--- config.mk ---
export PLATFORM = sky130hd
export DESIGN_NAME = fetch_queue_flat
export DESIGN_NICKNAME = d
export VERILOG_FILES = /design/src/rtl/fetch_queue_if.sv /design/src/rtl/fetch_queue.sv /design/src/flat_wrapper.sv
export SDC_FILE = /design/constraint.sdc
export NUM_CORES = 1
export LEC_CHECK = 0
export ABC_AREA = 1
export ABC_CLOCK_PERIOD_IN_PS = 6000
export CAP_MARGIN = 20
export CORE_ASPECT_RATIO = 0.7
export CORE_MARGIN = 1.5
export CORE_UTILIZATION = 25
export DETAILED_ROUTE_END_ITERATION = 7
export HOLD_SLACK_MARGIN = 0.15
export PLACE_DENSITY = 0.44
export SETUP_SLACK_MARGIN = 0.4
export SYNTH_ARGS = -nofsm -noshare
export SYNTH_HDL_FRONTEND = slang
export SYNTH_SLANG_ARGS = --single-unit
export TNS_END_PERCENT = 20
--- constraint.sdc ---
create_clock -name clk -period 6 [get_ports clk]
set_clock_uncertainty 0.2 [all_clocks]
set_input_delay 0.6 -clock clk [delete_from_list [all_inputs] [get_ports clk]]
set_output_delay 0.6 -clock clk [all_outputs]
set_load 0.03 [all_outputs]
--- src/rtl/fetch_queue_if.sv ---
// Fetch queue bus: PC handshake, instruction memory port, decode port.
// master is the fetch queue side, slave is the surrounding pipeline/memory.
interface fetch_queue_if;
    logic [31:0] pc_in;
    logic        pc_en;
    logic        imem_req;
    logic [31:0] imem_addr;
    logic        imem_gnt;
    logic        imem_rvalid;
    logic [31:0] imem_rdata;
    logic        flush;
    logic        id_valid;
    logic        id_ready;
    logic [31:0] id_instr;
    logic [31:0] id_pc;
    logic        err_spurious;

    modport master (
        input  pc_in, imem_gnt, imem_rvalid, imem_rdata, flush, id_ready,
        output pc_en, imem_req, imem_addr, id_valid, id_instr, id_pc,
               err_spurious
    );

    modport slave (
        output pc_in, imem_gnt, imem_rvalid, imem_rdata, flush, id_ready,
        input  pc_en, imem_req, imem_addr, id_valid, id_instr, id_pc,
               err_spurious
    );
endinterface

--- src/rtl/fetch_queue.sv ---
// Instruction fetch queue: credit-limited imem requests, in-order tagging,
// flush with stale-response dropping, decode-side valid/ready queue.
module fetch_queue #(
    parameter int DEPTH  = 4,
    parameter int MAX_OS = 2
) (
    input  logic          clk,
    input  logic          rst,
    fetch_queue_if.master bus
);
    localparam int CW = $clog2(DEPTH + 1);
    localparam int QW = $clog2(DEPTH);
    localparam int AW = (MAX_OS > 1) ? $clog2(MAX_OS) : 1;
    localparam logic [CW:0]   DEPTH_C = (CW + 1)'(DEPTH);
    localparam logic [CW:0]   MAXOS_C = (CW + 1)'(MAX_OS);
    localparam logic [AW-1:0] ALAST   = AW'(MAX_OS - 1);

    logic [31:0]   q_instr [DEPTH];
    logic [31:0]   q_pc    [DEPTH];
    logic [31:0]   a_fifo  [MAX_OS];
    logic [QW-1:0] q_rd, q_wr;
    logic [AW-1:0] a_rd, a_wr;
    logic [CW-1:0] occ, os, drop;
    logic          err;

    logic credit_ok, req, accept;
    logic rsp_drop, rsp_live, rsp_spur;
    logic q_push, q_pop, valid;

    function automatic logic [AW-1:0] a_inc(input logic [AW-1:0] p);
        return (p == ALAST) ? '0 : p + 1'b1;
    endfunction

    // Request credits, response classification and queue handshakes.
    always_comb begin
        credit_ok = (({1'b0, os} + {1'b0, drop}) < MAXOS_C)
                 && (({1'b0, occ} + {1'b0, os}) < DEPTH_C);
        req      = !rst && !bus.flush && credit_ok;
        accept   = req && bus.imem_gnt;
        rsp_drop = bus.imem_rvalid && (drop != '0);
        rsp_live = bus.imem_rvalid && (drop == '0) && (os != '0);
        rsp_spur = bus.imem_rvalid && (drop == '0) && (os == '0);
        valid    = !rst && !bus.flush && (occ != '0);
        q_push   = rsp_live && !bus.flush;
        q_pop    = valid && bus.id_ready;
    end

    assign bus.imem_req     = req;
    assign bus.imem_addr    = bus.pc_in;
    assign bus.pc_en        = accept;
    assign bus.id_valid     = valid;
    assign bus.id_instr     = rst ? '0 : q_instr[q_rd];
    assign bus.id_pc        = rst ? '0 : q_pc[q_rd];
    assign bus.err_spurious = err;

    // Counters and pointers; flush moves live outstanding into drop.
    always_ff @(posedge clk or posedge rst) begin
        if (rst) begin
            occ  <= '0;
            os   <= '0;
            drop <= '0;
            q_rd <= '0;
            q_wr <= '0;
            a_rd <= '0;
            a_wr <= '0;
            err  <= 1'b0;
        end else begin
            err <= err | rsp_spur;
            if (bus.flush) begin
                occ  <= '0;
                os   <= '0;
                drop <= drop + os - CW'(rsp_drop | rsp_live);
                q_rd <= '0;
                q_wr <= '0;
                a_rd <= '0;
                a_wr <= '0;
            end else begin
                occ  <= occ + CW'(q_push) - CW'(q_pop);
                os   <= os + CW'(accept) - CW'(rsp_live);
                drop <= drop - CW'(rsp_drop);
                if (q_push) q_wr <= q_wr + 1'b1;
                if (q_pop) q_rd <= q_rd + 1'b1;
                if (accept) a_wr <= a_inc(a_wr);
                if (rsp_live) a_rd <= a_inc(a_rd);
            end
        end
    end

    // Storage: request address tags and tagged instructions.
    always_ff @(posedge clk) begin
        if (accept) a_fifo[a_wr] <= bus.pc_in;
        if (q_push) begin
            q_instr[q_wr] <= bus.imem_rdata;
            q_pc[q_wr]    <= a_fifo[a_rd];
        end
    end
endmodule

--- src/flat_wrapper.sv ---
// flat-port wrapper written by rule: the top's interface ports become plain ports
module fetch_queue_flat 
#(
    parameter int DEPTH  = 4,
    parameter int MAX_OS = 2
)
  (clk, rst, bus_pc_in, bus_imem_gnt, bus_imem_rvalid, bus_imem_rdata, bus_flush, bus_id_ready, bus_pc_en, bus_imem_req, bus_imem_addr, bus_id_valid, bus_id_instr, bus_id_pc, bus_err_spurious);
  fetch_queue_if bus_i ();
  input  logic clk;
  input  logic rst;
  input wire logic [$bits(bus_i.pc_in)-1:0] bus_pc_in;
  input wire logic [$bits(bus_i.imem_gnt)-1:0] bus_imem_gnt;
  input wire logic [$bits(bus_i.imem_rvalid)-1:0] bus_imem_rvalid;
  input wire logic [$bits(bus_i.imem_rdata)-1:0] bus_imem_rdata;
  input wire logic [$bits(bus_i.flush)-1:0] bus_flush;
  input wire logic [$bits(bus_i.id_ready)-1:0] bus_id_ready;
  output wire logic [$bits(bus_i.pc_en)-1:0] bus_pc_en;
  output wire logic [$bits(bus_i.imem_req)-1:0] bus_imem_req;
  output wire logic [$bits(bus_i.imem_addr)-1:0] bus_imem_addr;
  output wire logic [$bits(bus_i.id_valid)-1:0] bus_id_valid;
  output wire logic [$bits(bus_i.id_instr)-1:0] bus_id_instr;
  output wire logic [$bits(bus_i.id_pc)-1:0] bus_id_pc;
  output wire logic [$bits(bus_i.err_spurious)-1:0] bus_err_spurious;
  assign bus_i.pc_in = bus_pc_in;
  assign bus_i.imem_gnt = bus_imem_gnt;
  assign bus_i.imem_rvalid = bus_imem_rvalid;
  assign bus_i.imem_rdata = bus_imem_rdata;
  assign bus_i.flush = bus_flush;
  assign bus_i.id_ready = bus_id_ready;
  assign bus_pc_en = bus_i.pc_en;
  assign bus_imem_req = bus_i.imem_req;
  assign bus_imem_addr = bus_i.imem_addr;
  assign bus_id_valid = bus_i.id_valid;
  assign bus_id_instr = bus_i.id_instr;
  assign bus_id_pc = bus_i.id_pc;
  assign bus_err_spurious = bus_i.err_spurious;
  fetch_queue #(.DEPTH(DEPTH), .MAX_OS(MAX_OS)) u_core (.clk(clk), .rst(rst), .bus(bus_i));
endmodule
# Yosys cells after proc, flatten, opt, wreduce, memory -nomap -nowiden
# Memory sizes are Yosys's and may differ from the RTL's.
# Cells that the tools add are included.
[word_totals] regBits=16 ramBits=320 input_bits=70 output_inout_bits=100 elab_cells=69 n_memories=3
[classes] add_sub_neg=13 magnitude_cmp=2 n_mux=19 bitwise=2 reduce_logical=22
[memory_table] memory="u_core.q_instr" depth=4 width=32 rd=1 rd_clocked_by_memory_dff=0 wr=1 line_no="fetch_queue.sv:18" rtl="logic [31:0] q_instr [DEPTH];"
[memory_table] memory="u_core.q_pc" depth=4 width=32 rd=1 rd_clocked_by_memory_dff=0 wr=1 line_no="fetch_queue.sv:19" rtl="logic [31:0] q_pc [DEPTH];"
[memory_table] memory="u_core.a_fifo" depth=2 width=32 rd=1 rd_clocked_by_memory_dff=0 wr=1 line_no="fetch_queue.sv:20" rtl="logic [31:0] a_fifo [MAX_OS];"
[ops] operator="32-bit two-way mux" n=2
[ops] operator="1-bit logical AND" n=11
[ops] operator="1-bit two-way mux" n=10
[ops] operator="3-bit two-way mux" n=3
[ops] operator="3-bit nonzero test" n=3
[ops] operator="3-bit by 1-bit subtractor with 3-bit output" n=3
[ops] operator="3-bit by 3-bit adder with 4-bit output" n=2
[ops] operator="2-bit two-way mux" n=4
[ops] operator="2-bit nonzero test" n=4
[ops] operator="3-bit by 1-bit adder with 3-bit output" n=2
[ops] operator="3-bit logical NOT" n=2
[ops] operator="2-bit by 1-bit adder with 2-bit output, second input constant" n=2
[ops] operator="4-bit by 2-bit < comparator with 1-bit output, second input constant" n=1
[ops] operator="4-bit by 3-bit < comparator with 1-bit output, second input constant" n=1
[ops] operator="3-bit adder" n=1
[ops] operator="3-bit subtractor" n=1
[ops] operator="1-bit adder, second input constant" n=2
[ops] operator="1-bit logical NOT" n=2
[ops] operator="1-bit OR" n=2

# Logic depth before layout (Yosys ltp)
[logic_depth] ltp_word=8 mapped_depth=13 mapped_depth_nobuf=13

# Worst setup path after synthesis
# Ideal clock, no wire load.
[synth_timing] path_kind="register -> register" from="reg u_core.drop[1]" to="mem u_core.q_instr[0][0] (enable)" t_arrival_ps=3597 required_time_ps=5314 path_slack_ps=1717 path_stages_with_launch=8 n_path_buf=0 cell_sequence="dfrtp_1 inv_1 nand2_1 inv_2 nand2_1 nor2_2 nand2_2 nor2_1"
[synth_via] elab_chain_cells=6
[synth_lines] item="start, declared" line_no="fetch_queue.sv:23" rtl="logic [CW-1:0] occ, os, drop;"
[synth_lines] item="start signal, assigned" line_no="fetch_queue.sv:72" rtl="drop <= drop + os - CW'(rsp_drop | rsp_live);"
[synth_lines] item="start signal, assigned" line_no="fetch_queue.sv:80" rtl="drop <= drop - CW'(rsp_drop);"
[synth_lines] item="3-bit logical NOT" line_no="fetch_queue.sv:41" rtl="rsp_live = bus.imem_rvalid && (drop == '0) && (os != '0);"
[synth_lines] item="1-bit logical AND (2 in series)" line_no="fetch_queue.sv:41"
[synth_lines] item="1-bit logical AND" line_no="fetch_queue.sv:44" rtl="q_push = rsp_live && !bus.flush;"
[synth_lines] item="1-bit two-way mux" line_no="fetch_queue.sv:92" rtl="if (q_push) begin"
[synth_lines] item="1-bit two-way mux (not written as such)" line_no="fetch_queue.sv:93" rtl="q_instr[q_wr] <= bus.imem_rdata;"
[synth_lines] item="end, declared" line_no="fetch_queue.sv:18"
# No other way between the ends.

# Worst setup path after layout
[layout_timing] from="reg u_core.q_rd[0]" to="out bus_id_pc[14]"
[layout_via] elab_chain_cells=2
[layout_lines] item="start, declared" line_no="fetch_queue.sv:21" rtl="logic [QW-1:0] q_rd, q_wr;"
[layout_lines] item="start signal, assigned" line_no="fetch_queue.sv:82" rtl="if (q_pop) q_rd <= q_rd + 1'b1;"
[layout_lines] item="memory read 4 x 32 bit"
[layout_lines] item="32-bit two-way mux" line_no="fetch_queue.sv:53" rtl="assign bus.id_pc = rst ? '0 : q_pc[q_rd];"
[layout_lines] item="end, declared" line_no="flat_wrapper.sv:22" rtl="output wire logic [$bits(bus_i.id_pc)-1:0] bus_id_pc;"
# No other way between the ends.

==> impl_metrics.py <==
metrics = {
    "global_route": {
        "grt_pass1_vias": 8139,
        "grt_pass1_wl_mm": 50.1,
        "track_usage_pct": 12.0,
        "grt_antenna_before_repair": 0,
        "grt_max_degree": 109,
        "gr-total-overflow": 0,
    },
    "setup_path": {
        "crit_path_end_kind": "primary output",
        "cp.required_ps": 5200,
        "worstReg2RegEnd": "u_core.os[2]",
        "crit_path_end": "bus_id_pc[14]",
        "startpoint_type": "flip-flop",
        "r2r_setup_slack_ps": 2880,
        "crit_type": "reg2out",
        "timing.rr.start": "u_core.os[1]",
        "ff2ff_path_depth": 12,
        "critPathArrivalTime_ps": 3640,
        "critical_path.startpoint": "u_core.q_rd[0]",
        "crit_fanout": 68,
    },
    "logic_synthesis": {
        "synthesis.nets": 1126,
        "syn_area_per_cell_um2": 13.1,
        "synth_flop_cell": "edfxtp_1",
        "synth_edf_count": 320,
        "synth.distinct_cells": 30,
        "async_flop_share_pct": 4.76,
        "ys_ff_latch": 336,
        "netlist_area_um2": 13600,
        "yosys.area.top_type": "edfxtp_1",
        "synthTopCellsByArea": "edfxtp_1 (71%), nor2_1 (7.7%), o21ai_0 (4.8%)",
        "yosysMostFrequentCell": "edfxtp_1",
        "ys_warn_count": 0,
        "ys_seq_area_share_pct": 73.7,
        "syn_inst": 1035,
        "ys_top_cells_by_count": "edfxtp_1 (320), nor2_1 (277), o21ai_0 (131)",
        "synth_top_area_share_pct": 70.7,
    },
    "floorplanning": {
        "core-area_um2": 53700,
        "die_h_um": 198,
        "ios": 170,
        "row_count": 71,
        "die_area_um2": 55800,
        "start_util_pct": 25.3,
        "die_w_um": 282,
    },
    "flow_run": {
        "maxCapViolCount": 0,
    },
    "clock_tree": {
        "cts_hold_repair.buffers": 0,
        "cts.path.max_buffers": 3,
        "numCtsBuffers": 38,
        "cts_setup_buffers": 0,
        "htreeDepth": 2,
        "clockRootBuffer": "clkbuf_16",
        "cts_tree": "done",
        "path_clk_slew_ps": 60,
        "cts_resized": 0,
        "cts.sinks": 336,
        "worstSkewPairLatency_ps": 520,
    },
    "sta": {
        "slew_headroom_pct": 29.0,
        "drv_slew": 0,
        "hold_viol_final": 0,
        "period_minus_slack_ps": 4440,
        "fmax_mhz": 225,
        "fin_setup_tns_ps": 0,
        "rsz0062_at_grt": "false",
        "fin_crit_sh_pct": 73.9,
        "tightest_slew_ps": 1070,
        "setup_violations": 0,
    },
    "placement": {
        "place_hpwl_mm": 18.8,
        "gp_congestion": 0.729,
        "portBuffers": 169,
    },
    "power_and_ir_drop": {
        "p_sw_share_pct": 22.7,
        "clockPowerShare_pct": 40.8,
        "p_sw_uw": 1180,
        "comb_power_share_pct": 8.3,
        "p_int_uw": 4010,
        "p_seq_share_pct": 50.9,
        "power.total_uw": 5180,
        "p_per_area_nw_per_um2": 305,
        "p_leak_uw": 0.00568,
        "ir_worst_vdd_mv": 0.145,
    },
    "route": {
        "route.antenna.remaining_nets": 0,
        "vias_per_cell": 4.20,
        "drc": 0,
        "drtPass1Iterations": 5,
        "wire_per_inst_um": 17.3,
        "vias": 8069,
        "drt-initial-drc-count": 519,
        "wl_mm": 33.2,
    },
    "final_layout": {
        "seq_area_um2": 10000,
        "nNetsFinal": 1260,
        "multi_input_area_um2": 2960,
        "area_growth_pct": 25.0,
        "antenna_cells": 0,
        "fillers": 5345,
        "drive_above_1_share_pct": 8.98,
    },
    "outcome": {
        "outcome": "finished, final reports clean",
    },
    "worst_hold_path": {
        "hp-class": "reg2reg",
    },
}
==> stage by stage <==
stage	instance area [um2]	std cells	hold slack, ps	setup WS (ps)	util (%)
2_1_floorplan	13600	1035	271	1720	-
3_3_place_gp	15900	1858	270	2070	29.5
3_5_place_dp	15900	1858	272	2080	29.5
4_1_cts	17000	1920	285	1480	31.6
5_1_grt	17000	1921	298	1300	31.6
6_report	17000	1921	275	1560	31.6
==> area by class of cell <==
class                   count  share of cell area (%)
clock buffers              42                    5.81
clock inverters            20                   0.751
inverters                  38                   0.862
multi-input cells         575                    17.4
flip-flops and latches    336                    59.0
well taps                 730                    5.38
repair buffers            180                    10.8
==> cell families after synthesis <==
group                    count (synthesis)  share of synthesized area [%]
buffers and inverters                  124                           4.82
flip-flops                             336                           73.7
adder cells (fa/ha/maj)                 21                           2.15
AO/OA/AOI/OAI                          203                           7.54
AND/OR/NAND/NOR                        315                           8.91
multiplexers                            33                           2.73
XOR/XNOR                                 3                          0.193
==> placed cells by master (no fill, tap or decap), types with 2 or more instances in the layout <==
cell and count:
edfxtp_1 320, nor2_1 272, clkdlybuf4s50_1 168, o21ai_0 131, a21oi_1 66, clkbuf_16 39, inv_1 34, mux2_2 32
nand2_1 23, ha_1 17, dfrtp_1 13, clkinv_1 11, buf_4 7, nand3_1 5, nor2_4 5, buf_12 5
clkinv_2 4, fa_1 4, o21ai_1 3, nor3_1 3, clkbuf_1 3, inv_2 2, nand4_1 2, xnor2_1 2
clkinv_4 2, clkinvlp_4 2, dfrtp_4 2
==> flip-flops by register name, indices dropped and copies added (netlist names) <==
signal                   count
u_core.q_rd                  2
u_core.q_instr             128
u_core.a_fifo               64
u_core.q_pc                128
u_core.drop                  3
u_core.a_rd                  1
u_core.bus.err_spurious      1
u_core.os                    3
u_core.q_wr                  2
u_core.a_wr                  1
u_core.occ                   3
==> power by group through the flow <==
stage	Clock [uW]	Combinational (uW)	Sequential, uW
after floorplan	0	255	2680
after global placement	0	427	2690
after detailed placement	0	431	2690
after CTS	2200	434	2640
after global routing	2300	471	2640
final	2120	428	2640
==> how the worst min path moves through the flow <==
stage | slack [ps] | end | cells past startpoint | startpoint
3_3_place_gp | 270 | u_core.bus.err_spurious | 1 | u_core.bus.err_spurious
3_5_place_dp | 270 | u_core.bus.err_spurious | 1 | u_core.bus.err_spurious
4_1_cts | 280 | u_core.bus.err_spurious | 1 | u_core.bus.err_spurious
5_1_grt | 300 | u_core.bus.err_spurious | 1 | u_core.bus.err_spurious
6_report | 280 | u_core.bus.err_spurious | 1 | u_core.bus.err_spurious
2_1_floorplan | 270 | u_core.a_wr | 2 | u_core.a_wr
==> metal layers <==
metal | GRT usage (%) | part of all wire [%] | vias to the layer above
met4 | 2.77 | 1.7 | 0
li1 | - | - | 3886
met1 | 16.7 | 48 | 3939
met2 | 18.9 | 45 | 203
met3 | 2.67 | 5.3 | 41
met5 | 0 | 0 | -
==> worst max-delay path, stage by stage (launching register included) <==
cell and delay (ps):
dfrtp_4 870, buf_4 710, nor2_1 140, nor2_1 110
o21ai_0 100, a21oi_1 370, clkdlybuf4s50_1 750
Power figures use the tool's default switching activity.
